`config.mk`:
```
export PLATFORM = sky130hd
export DESIGN_NAME = pipe_ctrl
export DESIGN_NICKNAME = d
export VERILOG_FILES = /design/src/rtl/pipe_ctrl_pkg.sv /design/src/rtl/pipe_ctrl_hazard_detect.sv /design/src/rtl/pipe_ctrl.sv
export SDC_FILE = /design/constraint.sdc
export NUM_CORES = 1
export LEC_CHECK = 0
export ABC_AREA = 1
export BUFFER_PORTS_ARGS = -buffer_cell sky130_fd_sc_hd__buf_2
export CAP_MARGIN = 0
export CORE_MARGIN = 8
export CORE_UTILIZATION = 42
export DETAILED_ROUTE_END_ITERATION = 8
export GPL_TIMING_DRIVEN = 0
export PLACE_DENSITY_LB_ADDON = 0.1
export SETUP_SLACK_MARGIN = 0.05
export SLEW_MARGIN = 20
export SYNTH_ARGS = -nofsm -noshare
export SYNTH_HDL_FRONTEND = slang
export SYNTH_HIERARCHICAL = 1
export SYNTH_SLANG_ARGS = --single-unit
```
`constraint.sdc`:
```
create_clock -name clk_i -period 2.3 [get_ports clk_i]
set_input_delay 0.575 -clock clk_i [delete_from_list [all_inputs] [get_ports clk_i]]
set_output_delay 0.575 -clock clk_i [all_outputs]
set_load 0.01 [all_outputs]
```
`src/rtl/pipe_ctrl_pkg.sv`:
```
// Shared constants for the pipeline stall/flush controller: stage indices,
// FSM encodings and the hold/bubble patterns driven onto the stage registers.
package pipe_ctrl_pkg;

  localparam int NSTG      = 5;
  localparam int STG_PC    = 0;
  localparam int STG_IFID  = 1;
  localparam int STG_IDEX  = 2;
  localparam int STG_EXMEM = 3;
  localparam int STG_MEMWB = 4;

  localparam logic [4:0] REG_ZERO = 5'd0;

  typedef enum logic [1:0] {
    ST_IDLE = 2'b00,
    ST_WAIT = 2'b01,
    ST_ERR  = 2'b10
  } state_e;

  // Memory wait freezes everything upstream of MEM/WB and bubbles MEM/WB.
  localparam logic [NSTG-1:0] STALL_ALL = 5'b11111;
  localparam logic [NSTG-1:0] STALL_MEM = 5'b01111;
  localparam logic [NSTG-1:0] FLUSH_MEM = 5'b10000;
  localparam logic [NSTG-1:0] STALL_LU  = 5'b00011;
  localparam logic [NSTG-1:0] FLUSH_LU  = 5'b00100;
  localparam logic [NSTG-1:0] FLUSH_BR  = 5'b00110;

endpackage

```
`src/rtl/pipe_ctrl_hazard_detect.sv`:
```
// Load-use comparator: a load in EX whose destination feeds the ID instruction.
module hazard_detect
  import pipe_ctrl_pkg::*;
(
  input  logic       ex_memread_i,
  input  logic [4:0] ex_rd_i,
  input  logic [4:0] id_rs1_i,
  input  logic [4:0] id_rs2_i,
  input  logic       id_rs1_used_i,
  input  logic       id_rs2_used_i,
  output logic       load_use_o
);

  logic rs1_hit, rs2_hit;

  assign rs1_hit    = id_rs1_used_i && (id_rs1_i == ex_rd_i);
  assign rs2_hit    = id_rs2_used_i && (id_rs2_i == ex_rd_i);
  assign load_use_o = ex_memread_i && (ex_rd_i != REG_ZERO) && (rs1_hit || rs2_hit);

endmodule

```
`src/rtl/pipe_ctrl.sv`:
```
// Central stall/flush controller: data-memory wait FSM with timeout, load-use
// and branch resolution, priority mux onto the stage registers, stall counter.
module pipe_ctrl
  import pipe_ctrl_pkg::*;
#(
  parameter int MEM_TIMEOUT = 255,
  parameter int CNT_W       = 32
) (
  input  logic             clk_i,
  input  logic             rst_i,
  input  logic [4:0]       id_rs1_i,
  input  logic [4:0]       id_rs2_i,
  input  logic             id_rs1_used_i,
  input  logic             id_rs2_used_i,
  input  logic             ex_memread_i,
  input  logic [4:0]       ex_rd_i,
  input  logic             ex_branch_taken_i,
  input  logic             mem_req_i,
  input  logic             mem_ack_i,
  output logic [4:0]       stall_o,
  output logic [4:0]       flush_o,
  output logic             mem_err_o,
  output logic [CNT_W-1:0] stall_cnt_o
);

  localparam int WCNT_W = (MEM_TIMEOUT < 1) ? 1 : $clog2(MEM_TIMEOUT + 1);

  state_e             state_q, state_d;
  logic [WCNT_W-1:0]  wcnt_q, wcnt_d;
  logic               mem_err_q, mem_err_d;
  logic [CNT_W-1:0]   cnt_q, cnt_d;
  logic               mem_stall, load_use;

  hazard_detect u_hazard (
    .ex_memread_i  (ex_memread_i),
    .ex_rd_i       (ex_rd_i),
    .id_rs1_i      (id_rs1_i),
    .id_rs2_i      (id_rs2_i),
    .id_rs1_used_i (id_rs1_used_i),
    .id_rs2_used_i (id_rs2_used_i),
    .load_use_o    (load_use)
  );

  always_ff @(posedge clk_i or posedge rst_i) begin
    if (rst_i) begin
      state_q   <= ST_IDLE;
      wcnt_q    <= '0;
      mem_err_q <= 1'b0;
      cnt_q     <= '0;
    end else begin
      state_q   <= state_d;
      wcnt_q    <= wcnt_d;
      mem_err_q <= mem_err_d;
      cnt_q     <= cnt_d;
    end
  end

  always_comb begin
    state_d   = state_q;
    wcnt_d    = wcnt_q;
    mem_stall = 1'b0;
    unique case (state_q)
      ST_IDLE: begin
        wcnt_d = '0;
        if (mem_req_i && !mem_ack_i) begin
          state_d   = ST_WAIT;
          mem_stall = 1'b1;
        end
      end
      ST_WAIT: begin
        if (mem_ack_i) begin
          state_d = ST_IDLE;
        end else begin
          mem_stall = 1'b1;
          if (wcnt_q != WCNT_W'(MEM_TIMEOUT)) wcnt_d = wcnt_q + 1'b1;
          // The edge closing the last permitted wait cycle lands in ERR.
          if (wcnt_q == WCNT_W'(MEM_TIMEOUT - 1)) state_d = ST_ERR;
        end
      end
      ST_ERR:  ;
      default: state_d = ST_IDLE;
    endcase
  end

  // Reset forces the hold/bubble vectors low even though they are combinational.
  always_comb begin
    stall_o = '0;
    flush_o = '0;
    if (rst_i) begin
      stall_o = '0;
    end else if (state_q == ST_ERR) begin
      stall_o = STALL_ALL;
    end else if (mem_stall) begin
      stall_o = STALL_MEM;
      flush_o = FLUSH_MEM;
    end else if (load_use) begin
      stall_o = STALL_LU;
      flush_o = FLUSH_LU;
    end else if (ex_branch_taken_i) begin
      flush_o = FLUSH_BR;
    end
  end

  assign mem_err_d   = mem_err_q || (state_d == ST_ERR);
  assign cnt_d       = cnt_q + CNT_W'(stall_o[STG_PC]);
  assign mem_err_o   = mem_err_q;
  assign stall_cnt_o = cnt_q;

endmodule

```
==> reports/results.ini <==
[routing]
viasPerCell=4.78
drtIter0Drc=59
wl_per_cell_um=12.9
wl_um=6920
first_pass_iters=5
drcViolationCount=0
vias=2574
detail-route-antenna-nets=0

[place]
placed_area_sq_um=3170
port-buffer-count=63
dp.cells=519
gp_congestion=0.824
place_hpwl_um=5160

[timing]
period_needed_ps=2250
skew_ps=12.5
finalHoldViolCount=0
slew_headroom=0.549
rsz0062_at_grt=true
slew_violations=0
clock.fmax_mhz=445
finalSetupViolCount=0
min_period_over_period=0.978
worst_pin_slew_ps=673

[clocking]
cts_root_buf=clkbuf_8
cts_tree=built
numCtsBuffers=5
cts_num_sinks=43
clock_path_buffers=2
h-tree-depth=2
clk_pin_slew_ps=80
insertion_delay_ps=290

[finish]
final_util=0.558
n_fill_cell=610
final_cell_count_no_fill=538
seq_area_sq_um=1080
fin_area_sq_um=3530
antenna_cells=0
drive_gt1_frac=0.325
area_delta_synth_final_pct=29.3
nNetsFinal=488
multi_input_area_sq_um=1570

[power_and_ir_drop]
internal-power_mw=1.27
clockPowerShare=0.323
p_sw_mw=0.501
powerDensity_nw_per_um2=502
p_seq_frac=0.496
total_power_mw=1.77
p_sw_frac=0.283
pwr-share-comb=0.181
p_leak_nw=1.76
ir_drop_mv=0.290

[setup_path]
r2r_start=state_q[0]$_DFF_PP0_
crit_required_ps=1730
max_stage_delay_ps=160
cp-end-kind=primary output
path_max_fanout=3
worst-setup-path-type=in -> out
cp_num_buf_inv=5
worstSetupStartpointType=input port
crit_slowest_cell=a21oi_2
cp_common_cell=buf_6
worstPathArrival_ps=1670
path_cells=buf_6 > inv_4 > nand2_2 > nand2_1 > nor2_1 > nand3_2 > a21oi_2 > or2_1 > nand2_1 > inv_2 > buf_6 > buf_6
startpoint=ex_rd_i[1]
critPathTopFamily=simple AND/OR/NAND/NOR gates

[flow_run]
maxCapViolCount=0

[global_route]
track_usage=0.155
grt_overflow=0
grt_max_degree=24
grt_pass1_vias=2503
grt_pass1_wl_um=11300
antenna_found_initial=0

[floorplanning]
initial_core_util=0.432
io_pins=66
core-area_sq_um=6310
dieArea_sq_um=9330
die_w_um=96.6
die_h_um=96.6
num_rows=29

[synth]
ys_ff_latch=43
syn_avg_cell_area_sq_um=7.22
seq_area_frac_synth=0.394
synthDistinctLibCells=25
syn-cell-area_sq_um=2730
syn_inst=378
ys_warn_count=6

[run_status]
status=completed

[min_path]
hold_class=in -> async

-- power groups by stage --
stage	Sequential, mW	Combinational [mW]	Clock (mW)
finish	0.877	0.321	0.571
global route	0.891	0.360	0.619
CTS	0.879	0.296	0.592
detailed placement	0.892	0.280	0
global placement	0.892	0.272	0
floorplan	0.910	0.145	0
-- cell usage after synthesis --
library cell  instances  share of area
inv_1                33          0.045
xor2_1               13          0.042
nand2_1             139           0.19
inv_2                 4         0.0055
nand4_1               3         0.0069
xnor2_1               6          0.019
nor2_2               10          0.023
nand3_1              14          0.026
o21ai_1               1         0.0018
ha_1                  4          0.018
nor3_1                2         0.0037
a21oi_4               1         0.0060
nand2_4               2         0.0083
nor2_4                7          0.029
dfrtp_1              43           0.39
a21oi_1               4         0.0073
o21ai_2               1         0.0032
o21ai_0               5         0.0092
nand3_4               1         0.0064
buf_4                 4          0.011
conb_1                1         0.0014
nand3b_1             16          0.044
nor2_1               54          0.074
or2_1                 1         0.0023
nand2_2               9          0.021
-- metal layers --
metal	vias to the layer above	global-route usage	routed length [um]
li1	1334	-	-
met1	1174	0.181	2970
met2	58	0.276	3490
met3	8	0.0355	378
met4	0	0.0454	81
met5	-	0	0
-- through the flow --
| step | hold WS, ps | setup WS, ps | TNS (ps) |
|---|---|---|---|
| 3_3_place_gp | 452 | -523 | -13270 |
| 6_report | 304 | 51.0 | 0 |
| 3_5_place_dp | 469 | -550 | -13820 |
| 2_1_floorplan | 496 | -27.8 | -76.3 |
| 5_1_grt | 308 | -75.9 | -191 |
| 4_1_cts | 288 | 52.7 | 0 |
-- worst paths after layout --
check                           cells past startpoint  slack, ps                   endpoint
worst min-delay path                                2        300      wcnt_q[2]$_DFFE_PP0P_
worst max register to register                     15        210  stall_cnt_o[18]$_DFF_PP0_
min in group clk_i                                  1        490        mem_err_o$_DFF_PP0_
max in group asynchronous                           2       1510   stall_cnt_o[4]$_DFF_PP0_
worst min register to register                      1        490        mem_err_o$_DFF_PP0_
worst max-delay path                               12         50                 stall_o[1]
-- final cells by class --
| type | count | share of cell area |
|---|---|---|
| Buffer | 4 | 0.00958 |
| Sequential cell | 43 | 0.306 |
| Clock buffer | 6 | 0.0206 |
| Clock inverter | 1 | 0.00852 |
| Multi-Input combinational cell | 295 | 0.446 |
| Timing Repair Buffer | 73 | 0.134 |
| Inverter | 37 | 0.0447 |
| Timing Repair inverter | 2 | 0.00355 |
| Tap cell | 77 | 0.0273 |
-- timing repair --
| item | 4_1_cts | 5_1_grt |
|---|---|---|
| endpoints found under the setup margin | 33 | 14 |
| pin swaps | 11 | 27 |
| endpoints found under the hold margin | 0 | 0 |
| gates resized for setup | 14 | 36 |
| hold buffers | 0 | 0 |
| gates cloned | 2 | 0 |
| setup buffers | 2 | 8 |
-- cells by family after synthesis --
logic type      Yosys count  synth area share
compound gates           12            0.0275
other cells               1           0.00137
fa+ha+maj                 4            0.0183
flops                    43             0.394
xor+xnor                 19            0.0610
simple gates            258             0.435
buf+inv                  41            0.0619
-- flip-flops by register name, indices dropped and copies added (netlist names) --
register     flops
mem_err_o        1
state_q          2
wcnt_q           8
stall_cnt_o     32
-- placed cells by master, fill, tap and decap left out, drive strengths merged, types with 2 or more instances in the layout --
cell type  instances
nand2            150
inv               36
nand3b            16
clkinvlp           3
a21oi              5
dfrtp             43
clkbuf             6
nand3             15
ha                 4
o21ai              7
nor2              71
nor3               2
xor2              13
conb               2
xnor2              6
nand4              3
buf               77
(Power assumes the default switching activity.)
